## src/rtl/t_ff_counter.sv

```systemverilog
// WIDTH-bit T flip-flop bank: per-bit toggle register (mode 0) or synchronous T-FF cascade counter (mode 1).
// Optional macro TFF_UPDOWN_EN adds the dir port for down-counting; q updates one clk after its inputs.
module t_ff_counter #(
  parameter int              WIDTH     = 4,
  parameter logic [WIDTH-1:0] RESET_VAL = '0
) (
  input  logic             clk,
  input  logic             reset,
  input  logic             mode,
  input  logic [WIDTH-1:0] t,
  input  logic             en,
`ifdef TFF_UPDOWN_EN
  input  logic             dir,
`endif
  input  logic             load,
  input  logic [WIDTH-1:0] d,
  output logic [WIDTH-1:0] q,
  output logic [WIDTH-1:0] q_n,
  output logic             tc
);

  logic             down;
  logic [WIDTH-1:0] cnt_tog;
  logic [WIDTH-1:0] tog;
  logic             at_term;

`ifdef TFF_UPDOWN_EN
  assign down = dir;
`else
  assign down = 1'b0;
`endif

  // Counter toggles ripple through the cascade: a bit flips when every lower bit
  // is 1 (up) or 0 (down), which carries/borrows without an adder.
  always_comb begin
    cnt_tog    = '0;
    cnt_tog[0] = en;
    for (int i = 1; i < WIDTH; i++) begin
      cnt_tog[i] = cnt_tog[i-1] & (down ? ~q[i-1] : q[i-1]);
    end
  end

  assign tog = mode ? cnt_tog : t;

  always_ff @(posedge clk) begin
    if (!reset) begin
      q <= RESET_VAL;
    end else if (load) begin
      q <= d;
    end else begin
      q <= q ^ tog;
    end
  end

  always_comb begin
    at_term = &q;
    if (down) begin
      at_term = ~|q;
    end
  end

  assign q_n = ~q;
  assign tc  = mode & en & at_term;

endmodule

```

## config.mk

```make
export PLATFORM = sky130hd
export DESIGN_NAME = t_ff_counter
export DESIGN_NICKNAME = d
export VERILOG_FILES = /design/src/rtl/t_ff_counter.sv
export SDC_FILE = /design/constraint.sdc
export NUM_CORES = 1
export LEC_CHECK = 0
export CAP_MARGIN = 20
export CORE_AREA = 2 2 39 41
export CTS_CLUSTER_SIZE = 12
export DETAILED_ROUTE_END_ITERATION = 8
export DIE_AREA = 0 0 41 43
export PLACE_DENSITY = 0.59
export RECOVER_POWER = 50
export SKIP_CTS_REPAIR_TIMING = 1
export SLEW_MARGIN = 25
export SYNTH_ARGS = -nofsm -noshare
export SYNTH_HDL_FRONTEND = slang
export SYNTH_SLANG_ARGS = --single-unit
```

## constraint.sdc

```tcl
create_clock -name clk -period 2 [get_ports clk]
set_clock_uncertainty 0.2 [all_clocks]
set_input_delay 0.2 -clock clk [delete_from_list [all_inputs] [get_ports clk]]
set_output_delay 0.2 -clock clk [all_outputs]
set_load 0.01 [all_outputs]
```

==> flow_metrics.py <==
metrics = {
    "synthesis": {
        "synth.distinct_cells": 23,
        "avgSynthCellArea_sq_um": 8.22,
        "synthesis.area_sq_um": 304,
        "yosysSeqAreaShare": 0.263,
        "syn-instance-count": 37,
        "synth_seq_cells": 4,
        "synthesis.nets": 50,
        "ys_warn_count": 0,
    },
    "floorplan": {
        "die-area_sq_um": 1760,
        "die_h_microns": 43,
        "die_width_microns": 41,
        "core.rowCount": 14,
        "core_area_sq_um": 1380,
        "start_util": 0.220,
        "ios": 22,
    },
    "drt": {
        "drt_iter0_drc": 4,
        "vias": 372,
        "vias_per_cell": 4.77,
        "drt_wl_total_microns": 865,
        "ant_nets": 0,
        "firstDrtPassIters": 2,
        "drc": 0,
        "wl_per_cell_microns": 11.1,
    },
    "sta": {
        "report.final.slew_viol_count": 0,
        "fmax_ghz": 0.591,
        "period_needed_ns": 1.69,
        "max_slew_margin": 0.731,
        "fin_crit_sh": 0.846,
        "finalSetupViolations": 0,
        "hold_viol": 0,
        "worstMarginPinSlew_ns": 0.402,
        "fin_setup_tns_ns": 0,
        "rsz0062_at_grt": "false",
    },
    "cells_and_area": {
        "fin_cells": 78,
        "nFillCells": 145,
        "area_growth_pct": 85.2,
        "drive_gt1_frac": 0.129,
        "post-route-cell-area_sq_um": 563,
        "reg_top3": "q x4",
        "top_register": "q",
        "largest_reg_flops": 4,
        "nets": 77,
        "insertedDiodeCount": 0,
    },
    "critical_path": {
        "critPathKind": "primary input to register",
        "required_ns": 1.96,
        "arrival_ns": 1.65,
        "critPathMaxFanout": 8,
        "cp-start-kind": "primary input",
        "cp-end-kind": "register",
    },
    "placed_design": {
        "dpl_cell_area_sq_um": 541,
        "dp.cells": 75,
        "dp_hpwl_microns": 663,
        "portBuffers": 21,
        "place_congestion": 0.626,
    },
    "grt": {
        "grt_pass1_wl_microns": 1390,
        "antenna_found_initial": 0,
        "grt_usage": 0.115,
        "grt_pass1_vias": 359,
        "grt_start_max_net_pins": 14,
        "overflow": 0,
    },
    "power_and_ir_drop": {
        "power_frac_comb": 0.314,
        "ir_drop_v": 0.000155,
        "leakagePower_nw": 0.238,
        "seqPwrFrac": 0.326,
        "switching_share": 0.270,
        "p_per_area_nw_per_um2": 516,
        "internal_power_mw": 0.212,
        "switchingPower_mw": 0.0784,
        "p_clk_frac": 0.359,
    },
    "clocking": {
        "cts_max_level": 1,
        "clockBufferDepth": 2,
        "cts_num_sinks": 4,
        "cts_made_buffers": 3,
        "root_buffer": "clkbuf_4",
        "clock_latency_ns": 0.24,
        "cts_tree": "done",
        "clk_pin_slew_ns": 0.04,
    },
    "status": {
        "status": "finished, final reports clean",
    },
    "hold_path": {
        "hold_path.class": "register to register",
    },
    "flow_run": {
        "max-cap-violations": 0,
    },
}
==> power groups by stage <==
stage	clock network (mW)	logic (mW)	registers [mW]
after floorplan	0	0.0354	0.0976
after global placement	0	0.0948	0.0964
after detailed placement	0	0.0948	0.0962
after CTS	0.109	0.0954	0.0948
after global routing	0.110	0.100	0.0965
final	0.104	0.0913	0.0948
==> final timing paths <==
check / from / to / slack (ns) / depth (start not counted)
setup / recovery: mode / q[1] / 0.31 / 5
hold reg to reg: q[1] / q[1] / 0.34 / 2
hold / removal: q[1] / q[1] / 0.34 / 2
setup reg to reg: q[0] / q[3] / 0.61 / 4
==> per-layer routing <==
metal,up-vias,part of all wire,global-route usage
met5,-,0,0
met4,0,0.025,0.100
met3,2,0.12,0.0209
met2,16,0.44,0.166
met1,167,0.42,0.138
li1,187,-,-
==> placed cells by master (no fill, tap or decap), drive strengths merged <==
cell and n:
buf 2, nand2 2, xnor2 2, and2b 1
a31oi 1, and3 1, mux2i 1, clkbuf 4
dfxtp 4, nor4b 1, o31ai 2, o31a 2
nand3 3, dlygate4sd3 3, or3 2, dlymetal6s2s 1
nand4b 1, nor2 1, inv 5, clkdlybuf4s50 17
and4b 1, o311ai 1, o211ai 1, and4 2
nand2b 1
==> logic make-up (layout without fill, tap and decap cells) <==
| kind of cell | Yosys count | count (layout) | synth area share |
|---|---|---|---|
| AO/OA/AOI/OAI | 7 | 7 | 0.181 |
| buffers and inverters | 7 | 32 | 0.115 |
| flip-flops | 4 | 4 | 0.263 |
| XOR/XNOR | 2 | 2 | 0.0576 |
| AND/OR/NAND/NOR | 16 | 16 | 0.350 |
| multiplexers | 1 | 1 | 0.0329 |
==> synthesized netlist by cell type (all sizes together) <==
cell type	count	area share
nand3	3	0.049
o211ai	1	0.025
and3	1	0.021
xnor2	2	0.058
o31ai	2	0.049
buf	2	0.053
o31a	2	0.058
nand2	2	0.025
and4	2	0.058
and4b	1	0.033
mux2i	1	0.033
inv	5	0.062
or3	2	0.041
nand2b	1	0.021
o311ai	1	0.029
a31oi	1	0.021
and2b	1	0.033
nor4b	1	0.029
nand4b	1	0.029
dfxtp	4	0.26
nor2	1	0.012
==> layout make-up <==
class	instances	area [sq um]	area share
Multi-Input combinational cell	26	189	0.336
Inverter	5	18.8	0.0333
Clock buffer	3	22.5	0.0400
Timing Repair Buffer	24	231	0.411
Sequential cell	4	81.3	0.144
Tap cell	16	20.0	0.0356
==> per-stage QoR <==
stage	worst slack [ns]	hold WS, ns	power (mW)	utilization
global route	0.169	0.368	0.306	0.407
CTS	0.0280	0.350	0.299	0.407
detailed placement	0.0445	0.379	0.191	0.391
floorplan	0.662	0.118	0.133	-
finish	0.307	0.342	0.291	0.407
global placement	0.0642	0.379	0.191	0.391
==> critical path, stage by stage <==
cell,delay (ns)
dlygate4sd3_1,0.54
clkbuf_1,0.28
nand3_1,0.15
or3_1,0.32
a31oi_1,0.17
Power figures use the tool's default switching activity.
